`src/rtl/mips_pkg.sv`:
```
// Types and constants shared between the fetch stage and the control unit.
// The opcode values are the MIPS primary opcode field, bits [31:26].
package mips_pkg;

  typedef enum logic [2:0] {
    IDLE    = 3'd0,
    FETCH   = 3'd1,
    WAIT    = 3'd2,
    HOLD    = 3'd3,
    DISCARD = 3'd4
  } if_state_e;

  localparam logic [31:0] NOP = 32'h0000_0000;

  localparam logic [5:0] OP_RTYPE = 6'd0;
  localparam logic [5:0] OP_LW    = 6'd35;
  localparam logic [5:0] OP_SW    = 6'd43;
  localparam logic [5:0] OP_BEQ   = 6'd4;

  // One-entry skid buffer: a word that came back while decode was stalled.
  typedef struct packed {
    logic        valid;
    logic [31:0] instr;
  } skid_t;

  localparam skid_t SKID_EMPTY = '{valid: 1'b0, instr: NOP};

  function automatic logic [31:0] word_align(input logic [31:0] a);
    return {a[31:2], 2'b00};
  endfunction

endpackage

```
`src/rtl/instruction_fetch_if.sv`:
```
// Instruction-memory request/response channel: req/gnt handshake for the
// address, rvalid strobe for the returned word.
interface instruction_fetch_if;
  logic        req;
  logic [31:0] addr;
  logic        gnt;
  logic        rvalid;
  logic [31:0] rdata;

  modport master (output req, output addr, input gnt, input rvalid, input rdata);
  modport slave  (input req, input addr, output gnt, output rvalid, output rdata);
endinterface

```
`src/rtl/instruction_fetch.sv`:
```
// MIPS instruction-fetch stage: single-outstanding imem requests, IF/ID
// register with a one-entry skid buffer for stalls, branch redirect/flush.
module instruction_fetch
  import mips_pkg::*;
#(
  parameter logic [31:0] RESET_PC = 32'h0000_0000
) (
  input  logic                       clk,
  input  logic                       rst,
  instruction_fetch_if.master        imem,
  input  logic                       stall,
  input  logic                       branch_taken,
  input  logic [31:0]                branch_target,
  output logic                       if_id_valid,
  output logic [31:0]                if_id_instr,
  output logic [31:0]                if_id_pc4,
  output logic [5:0]                 opcode
);

  if_state_e   state, state_n;
  logic [31:0] pc, pc_n;
  logic [31:0] req_pc, req_pc_n;
  skid_t       skid, skid_n;
  logic        valid_n;
  logic [31:0] instr_n, pc4_n;

  always_ff @(posedge clk or posedge rst) begin
    if (rst) begin
      state       <= IDLE;
      pc          <= RESET_PC;
      req_pc      <= RESET_PC;
      skid        <= SKID_EMPTY;
      if_id_valid <= 1'b0;
      if_id_instr <= NOP;
      if_id_pc4   <= 32'h0;
    end else begin
      state       <= state_n;
      pc          <= pc_n;
      req_pc      <= req_pc_n;
      skid        <= skid_n;
      if_id_valid <= valid_n;
      if_id_instr <= instr_n;
      if_id_pc4   <= pc4_n;
    end
  end

  always_comb begin
    state_n  = state;
    pc_n     = pc;
    req_pc_n = req_pc;
    skid_n   = skid;
    valid_n  = if_id_valid;
    instr_n  = if_id_instr;
    pc4_n    = if_id_pc4;

    unique case (state)
      IDLE: state_n = FETCH;
      FETCH: begin
        if (imem.gnt) begin
          req_pc_n = pc;
          pc_n     = pc + 32'd4;
          state_n  = WAIT;
        end
      end
      WAIT: begin
        if (imem.rvalid) begin
          if (!stall) begin
            valid_n = 1'b1;
            instr_n = imem.rdata;
            pc4_n   = req_pc + 32'd4;
            state_n = FETCH;
          end else begin
            skid_n  = '{valid: 1'b1, instr: imem.rdata};
            state_n = HOLD;
          end
        end
      end
      HOLD: begin
        // req_pc is untouched while holding, so pc4 is rebuilt from it.
        if (!stall) begin
          valid_n = skid.valid;
          instr_n = skid.instr;
          pc4_n   = req_pc + 32'd4;
          skid_n  = SKID_EMPTY;
          state_n = FETCH;
        end
      end
      DISCARD: begin
        if (imem.rvalid) state_n = FETCH;
      end
      default: state_n = IDLE;
    endcase

    // A redirect overrides everything above; a request already granted must
    // still be drained, which is what DISCARD is for.
    if (branch_taken) begin
      pc_n    = word_align(branch_target);
      valid_n = 1'b0;
      instr_n = NOP;
      pc4_n   = 32'h0;
      skid_n  = SKID_EMPTY;
      unique case (state)
        FETCH:   state_n = imem.gnt    ? DISCARD : FETCH;
        WAIT:    state_n = imem.rvalid ? FETCH   : DISCARD;
        DISCARD: state_n = DISCARD;
        default: state_n = FETCH;
      endcase
    end
  end

  assign imem.req  = (state == FETCH);
  assign imem.addr = pc;
  assign opcode    = if_id_instr[31:26];

endmodule

```
`src/flat_wrapper.sv`:
```
// flat-port wrapper written by rule: the top's interface ports become plain ports
module instruction_fetch_flat import mips_pkg::*;
#(
  parameter logic [31:0] RESET_PC = 32'h0000_0000
)
  (clk, rst, stall, branch_taken, branch_target, if_id_valid, if_id_instr, if_id_pc4, opcode, imem_req, imem_addr, imem_gnt, imem_rvalid, imem_rdata);
  instruction_fetch_if imem_i ();
  input  logic clk;
  input  logic rst;
  input  logic stall;
  input  logic branch_taken;
  input  logic [31:0] branch_target;
  output logic if_id_valid;
  output logic [31:0] if_id_instr;
  output logic [31:0] if_id_pc4;
  output logic [5:0] opcode;
  output wire logic [$bits(imem_i.req)-1:0] imem_req;
  output wire logic [$bits(imem_i.addr)-1:0] imem_addr;
  input wire logic [$bits(imem_i.gnt)-1:0] imem_gnt;
  input wire logic [$bits(imem_i.rvalid)-1:0] imem_rvalid;
  input wire logic [$bits(imem_i.rdata)-1:0] imem_rdata;
  assign imem_req = imem_i.req;
  assign imem_addr = imem_i.addr;
  assign imem_i.gnt = imem_gnt;
  assign imem_i.rvalid = imem_rvalid;
  assign imem_i.rdata = imem_rdata;
  instruction_fetch #(.RESET_PC(RESET_PC)) u_core (.clk(clk), .rst(rst), .imem(imem_i), .stall(stall), .branch_taken(branch_taken), .branch_target(branch_target), .if_id_valid(if_id_valid), .if_id_instr(if_id_instr), .if_id_pc4(if_id_pc4), .opcode(opcode));
endmodule
```
`config.mk`:
```
export PLATFORM = sky130hd
export DESIGN_NAME = instruction_fetch_flat
export DESIGN_NICKNAME = d
export VERILOG_FILES = /design/src/rtl/mips_pkg.sv /design/src/rtl/instruction_fetch_if.sv /design/src/rtl/instruction_fetch.sv /design/src/flat_wrapper.sv
export SDC_FILE = /design/constraint.sdc
export NUM_CORES = 1
export LEC_CHECK = 0
export CAP_MARGIN = 20
export CORE_MARGIN = 10
export CORE_UTILIZATION = 40
export CTS_CLUSTER_DIAMETER = 100
export DETAILED_ROUTE_END_ITERATION = 12
export PLACE_DENSITY = 0.7
export SLEW_MARGIN = 30
export SYNTH_ARGS = -nofsm -noshare
export SYNTH_HDL_FRONTEND = slang
export SYNTH_SLANG_ARGS = --single-unit
```
`constraint.sdc`:
```
create_clock -name clk -period 7.2 [get_ports clk]
set_input_delay 1.44 -clock clk [delete_from_list [all_inputs] [get_ports clk]]
set_output_delay 1.44 -clock clk [all_outputs]
set_load 0.03 [all_outputs]
```
==> qor.yml, run 1 <==
yosys-top-cells-count: "nand2_1, dfrtp_1, nor2_1, o31ai_1, clkbuf_1"
vdd_drop_max_mv: 0.1771
cp_num_buf_inv: 2
cts.clk_slew.worst_paths_ns: 0.06
critPathKind: "input pin to flip-flop"
setup_viol: 0
area_growth_pct: 29.58
dr.first_iter.drc_count: 576
rows: 51
critPathMaxFanout: 68
first_global_vias: 6946
synth_cells: 905
wl_per_cell_um: 17.55
power_density_mw_per_mm2: 298.3
start_kind: "input pin"
htreeDepth: 4
antenna_cells: 0
ant_nets: 0
num_vias: 7010
fillers: 1873
max_cap_viol_count: 0
slew_headroom: 0.4024
io_buffers: 169
fin_nets: 1102
synth_area_leaders: "dfrtp_1, nand2_1, o31ai_1"
start_util: 0.4108
clock_latency_ns: 0.43
die_width_um: 162.1
ys_warn_count: 0
crit_family: "buffers and inverters"
core_mm2: 0.01965
final_max_slew_viol_count: 0
ys_seq_area_frac: 0.4959
leakage_nw: 4.405
syn_area_per_cell_um2: 8.922
cts_tree: "done"
fmax_ghz: 0.2779
die_area_mm2: 0.02627
tightest_slew_ns: 0.8944
yosysMostFrequentCell: "nand2_1"
gr-total-overflow: 0
cts_root_buf: "clkbuf_16"
holdWs_ns: 0.4744
finalHoldViolCount: 0
path_cells: "clkdlybuf4s50_1 -> o21ba_2 -> a21oi_4 -> buf_4 -> o21ai_0"
grtUsageTotal: 0.1744
synth.largest_area_cell: "dfrtp_1"
grt_max_degree: 69
hpwlAfterDp_um: 15980
cts_buffers: 17
status: "finished, final reports clean"
rsz0062_at_grt: "no"
cp-end-kind: "flip-flop"
cts.sink_count: 160
drc_errors: 0
ctsHoldBuffers: 0
layout-drive-gt1-share: 0.05081
synthFlopType: "dfrtp_1"
fp.dieH_um: 162.1
antenna_found_initial: 0
viasPerCell: 5.359
fin_worst_skew_ns: 0.01346
async_flop_share: 1.000
arrival_ns: 3.88
min_period_over_period: 0.4998
yosys.cell_types.count: 55
slowest_stage: "a21oi_4"
fin_tns_setup_ns: 0
holdCritPathClass: "flip-flop to flip-flop"
fin_crit_ns: 3.599
synth_top_area_share: 0.4959
postCtsSetupBuffers: 0
ys_ff_latch: 160
ios: 174
crit_required_ns: 7.48
final_area_mm2: 0.01046
grt_pass1_wl_um: 37590
clockBufferDepth: 2
critPathMaxStageDelay_ns: 0.71
place.gp.congestion: 0.8308
cts_resized: 0
synth_edf_count: 0
drt-total-wl_um: 22950
postPlaceCellArea_mm2: 0.009863
synthesis.area_mm2: 0.008074
firstDrtPassIters: 5
-- registers in the layout, summed over array words and instances (netlist names) --
signal              count
u_core.imem.addr       30
u_core.if_id_pc4       31
u_core.if_id_valid      1
u_core.state            3
u_core.if_id_instr     32
u_core.req_pc          30
u_core.skid            33
-- power breakdown --
group | internal [mW] | total (mW) | switching, mW
clock network | 0.541 | 0.919 | 0.377
logic | 0.353 | 0.898 | 0.545
registers | 1.08 | 1.30 | 0.220
-- cells by family (layout without fill, tap and decap cells) --
| logic type | count (synthesis) | in the layout | synth area share |
|---|---|---|---|
| mux | 35 | 35 | 0.04355 |
| buf+inv | 114 | 251 | 0.06059 |
| simple gates | 413 | 413 | 0.2458 |
| flops | 160 | 160 | 0.4959 |
| compound gates | 162 | 162 | 0.1311 |
| other cells | 1 | 2 | 0.0004645 |
| fa+ha+maj | 2 | 2 | 0.003099 |
| xor+xnor | 18 | 18 | 0.01953 |
-- cell type report --
type	instances	area, um^2	area share
clock inverter	11	128.9	0.01232
timing repair buffer	180	1769	0.1691
inverter	39	151.4	0.01447
multi-input combinational	632	3607	0.3448
tap	265	331.6	0.03169
sequential	160	4004	0.3827
clock buffer	21	470.5	0.04497
-- metrics by stage --
stage | utilization | std cells | power (mW) | setup WS (ns)
after floorplan | - | 906 | 1.852 | 1.440
after global placement | 0.5018 | 1276 | 2.202 | 3.180
after detailed placement | 0.5018 | 1276 | 2.225 | 3.163
after CTS | 0.5323 | 1308 | 3.149 | 3.620
after global routing | 0.5323 | 1308 | 3.299 | 3.392
final | 0.5323 | 1308 | 3.120 | 3.601
-- path summary, 6_finish.rpt --
| check | start | to | depth (start not counted) | slack (ns) |
|---|---|---|---|---|
| worst max-delay path | imem_rvalid | u_core.if_id_valid | 5 | 3.60 |
| worst min-delay path | u_core.if_id_pc4[20] | u_core.if_id_pc4[20] | 2 | 0.47 |
| worst max register to register | u_core.state[1] | u_core.if_id_valid | 4 | 4.61 |
| worst min register to register | u_core.if_id_pc4[20] | u_core.if_id_pc4[20] | 2 | 0.47 |
| max in group asynchronous | rst | u_core.skid[15] | 3 | 4.60 |
| min in group asynchronous | rst | u_core.if_id_pc4[22] | 2 | 1.44 |
-- layer usage --
metal	track usage	part of all wire
met2	0.2735	0.47
met1	0.2341	0.46
met5	0	0
met4	0.05873	0.022
met3	0.03691	0.046
-- worst register-to-register path: cells and delay by family, from the launching register on --
| family | cells | cell delay (ns) |
|---|---|---|
| buf+inv | 1 | 0.68 |
| simple gates | 1 | 0.27 |
| flops | 1 | 0.50 |
| compound gates | 2 | 0.98 |
-- cells in the final DEF (no fill, tap or decap), types with 6 or more instances in the layout --
| master | synthesis | final |
|---|---|---|
| o211ai_1 | 19 | 19 |
| nor2_1 | 52 | 52 |
| clkdlybuf4s50_1 | 0 | 168 |
| clkbuf_16 | 0 | 17 |
| o21ai_0 | 27 | 27 |
| xor2_1 | 10 | 10 |
| a31oi_1 | 14 | 14 |
| inv_1 | 38 | 37 |
| o31ai_1 | 48 | 48 |
| nand2b_1 | 6 | 6 |
| and4_1 | 8 | 8 |
| or3_1 | 6 | 6 |
| dfrtp_1 | 160 | 160 |
| nand4_1 | 24 | 24 |
| a21oi_1 | 37 | 35 |
| mux2i_1 | 34 | 34 |
| nand2_1 | 207 | 207 |
| or4_1 | 31 | 31 |
| xnor2_1 | 8 | 8 |
| buf_4 | 9 | 11 |
| nand3_1 | 42 | 42 |
No activity file was read; power rests on OpenSTA's default activity.
==> run 2, diff against run 1 <==
--- a/config.mk
+++ b/config.mk
@@ -10,7 +10,7 @@
 export CORE_UTILIZATION = 40
 export CTS_CLUSTER_DIAMETER = 100
 export DETAILED_ROUTE_END_ITERATION = 12
-export PLACE_DENSITY = 0.7
+export PLACE_DENSITY = 0.73
 export SLEW_MARGIN = 30
 export SYNTH_ARGS = -nofsm -noshare
 export SYNTH_HDL_FRONTEND = slang
==> constraint.sdc (replaced) <==
create_clock -name clk -period 3.15 [get_ports clk]
set_input_delay 0.63 -clock clk [delete_from_list [all_inputs] [get_ports clk]]
set_output_delay 0.63 -clock clk [all_outputs]
set_load 0.03 [all_outputs]
==> run 2 against run 1 <==
Global-route usage is 0.30 points higher; combinational power is 130% higher; non-clock buffer count is 8 higher; critical path depth is 2 lower; largest cell class unchanged; largest power group unchanged; highest routed layer unchanged.
==> qor.yml, run 2 (same netlist as run 1, synthesis figures left out) <==
p_total_mw: 7.222  # +130%
place.gp.congestion: 0.8763  # +5.5%
holdCritPathClass: "flip-flop to flip-flop"
dr.first_iter.drc_count: 418  # -27%
p_int_mw: 4.623  # +130%
critPathMaxFanout: 12  # -82%
path_cells: "nand2b_1 -> nor2_1 -> clkdlybuf4s50_1"
clock_latency_ns: 0.42  # about the same
ant_nets: 0  # unchanged
die_width_um: 162.1  # unchanged
fmax_ghz: 0.3801
cts.sink_count: 160  # unchanged
cts_tree: "done"
cts.clk_slew.worst_paths_ns: 0.06  # about the same
leakage_nw: 4.455  # +1.1%
setup_viol: 0  # unchanged
htreeDepth: 4  # unchanged
drc_errors: 0  # unchanged
clockBufferDepth: 2  # unchanged
power_density_mw_per_mm2: 682.6  # +130%
regMostFlops: "u_core.skid"
final_max_slew_viol_count: 0  # unchanged
num_vias: 7141  # +1.9%
p_sw_frac: 0.3598  # -0.006168
core_mm2: 0.01965  # unchanged
fillers: 1871  # -0.11%
max_cap_viol_count: 0  # unchanged
gr-total-overflow: 0  # unchanged
drt-total-wl_um: 23220  # +1.2%
rsz0062_at_grt: "no"
power_switching_mw: 2.598  # +130%
vdd_drop_max_mv: 0.4388  # +150%
tightest_slew_ns: 0.6509  # -0.2435 ns
viasPerCell: 5.426  # +1.2%
final_common_cell: "nand2_1"
biggestRegsByFlops: "u_core.skid x33, u_core.if_id_instr x32, u_core.if_id_pc4 x31"
critPathMaxStageDelay_ns: 0.71  # about the same
grt_pass1_wl_um: 37810  # +0.57%
area_growth_pct: 31.04
cts_buffers: 17  # unchanged
cp-end-kind: "primary output"
critPathKind: "flip-flop to primary output"
arrival_ns: 2.00  # -1.88 ns
ctsHoldBuffers: 0  # unchanged
start_kind: "flip-flop"
postCtsSetupBuffers: 0  # unchanged
min_period_over_period: 0.8352
die_area_mm2: 0.02627  # unchanged
cts_root_buf: "clkbuf_16"
ios: 174  # unchanged
met1Wirelength_um: 10490  # -1.4%
layout-drive-gt1-share: 0.05619  # +0.005376
r2r_setup_slack_ns: 0.71  # -3.90 ns
cts_resized: 0  # unchanged
slowest_stage: "clkdlybuf4s50_1"
wl_met3_um: 1062  # +1.4%
rows: 51  # unchanged
crit_required_ns: 2.52  # -4.96 ns
routed.top_layer: "met4"
final_cell_mix: "nand2_1, clkdlybuf4s50_1, dfrtp_1, nor2_1, o31ai_1"
wl_met2_um: 11220  # +4.2%
fin_nets: 1110  # +0.73%
grtUsageTotal: 0.1773  # +0.002956
io_buffers: 169  # unchanged
slew_headroom: 0.5660  # +0.1637
grt_max_degree: 107  # +55%
fp.dieH_um: 162.1  # unchanged
combPwrFrac: 0.292  # +0.004
start_util: 0.4108  # unchanged
antenna_found_initial: 1  # +1
firstDrtPassIters: 5  # unchanged
finalHoldViolCount: 0  # unchanged
clock_power_share: 0.294  # about the same
p_seq_frac: 0.413  # -0.005
fin_worst_skew_ns: 0.007398  # -0.006064 ns
first_global_vias: 6916  # -0.43%
fin_tns_setup_ns: 0  # unchanged
fin_crit_ns: 2.631
hpwlAfterDp_um: 16340  # +2.3%
status: "finished, final reports clean"
wl_per_cell_um: 17.65  # +0.56%
largest_reg_flops: 33  # unchanged
[run 2: metal layers]
metal | vias up | GRT usage
met3 | 25 | 0.04120
li1 | 3426 | -
met2 | 173 | 0.2793
met4 | 0 | 0.06452
met5 | - | 0
met1 | 3517 | 0.2332
[run 2: worst paths after layout]
kind                                startpoint                   end  cells after the start
max                            u_core.state[0]              imem_req                      3
max reg2reg                u_core.imem.addr[4]  u_core.imem.addr[29]                      5
min reg2reg                u_core.if_id_pc4[3]   u_core.if_id_pc4[3]                      2
min in group asynchronous                  rst  u_core.if_id_pc4[20]                      3
max in group asynchronous                  rst  u_core.imem.addr[23]                      3
min                        u_core.if_id_pc4[3]   u_core.if_id_pc4[3]                      2
[run 2: power groups by stage]
stage	Combinational, mW	Sequential, mW	Clock, mW
2_1_floorplan	1.12	3.11	0
3_3_place_gp	2.08	2.98	0
3_5_place_dp	2.12	3.00	0
4_1_cts	2.13	2.97	2.17
5_1_grt	2.32	3.05	2.26
6_report	2.11	2.98	2.13
[run 2: layout make-up]
cell class / count / area (um^2) / area share
Multi-Input combinational cell: 632 / 3607 / 0.3409
Clock buffer: 22 / 474.2 / 0.04482
Inverter: 39 / 150.1 / 0.01419
Timing Repair Buffer: 188 / 1879 / 0.1776
Antenna cell: 1 / 2.502 / 0.0002365
Sequential cell: 160 / 4004 / 0.3784
Clock inverter: 9 / 131.4 / 0.01242
Tap cell: 265 / 331.6 / 0.03134
[run 2: per-stage QoR]
stage	hold WS [ns]	instance area, um^2	utilization	cells	worst slack [ns]
2_1_floorplan	0.4537	8082	-	906	0.4912
3_3_place_gp	0.4569	9972	0.5074	1284	0.4548
3_5_place_dp	0.4637	9972	0.5074	1284	0.3886
4_1_cts	0.4761	10580	0.5382	1315	0.5148
5_1_grt	0.5065	10580	0.5383	1316	0.4302
6_report	0.4709	10580	0.5383	1316	0.5192
[run 2: worst max-delay path: cells and delay by family, from the launching register on]
| family | cells | cell delay, ns |
|---|---|---|
| buffers and inverters | 1 | 0.71 |
| DFF | 1 | 0.56 |
| and+or+nand+nor | 2 | 0.31 |
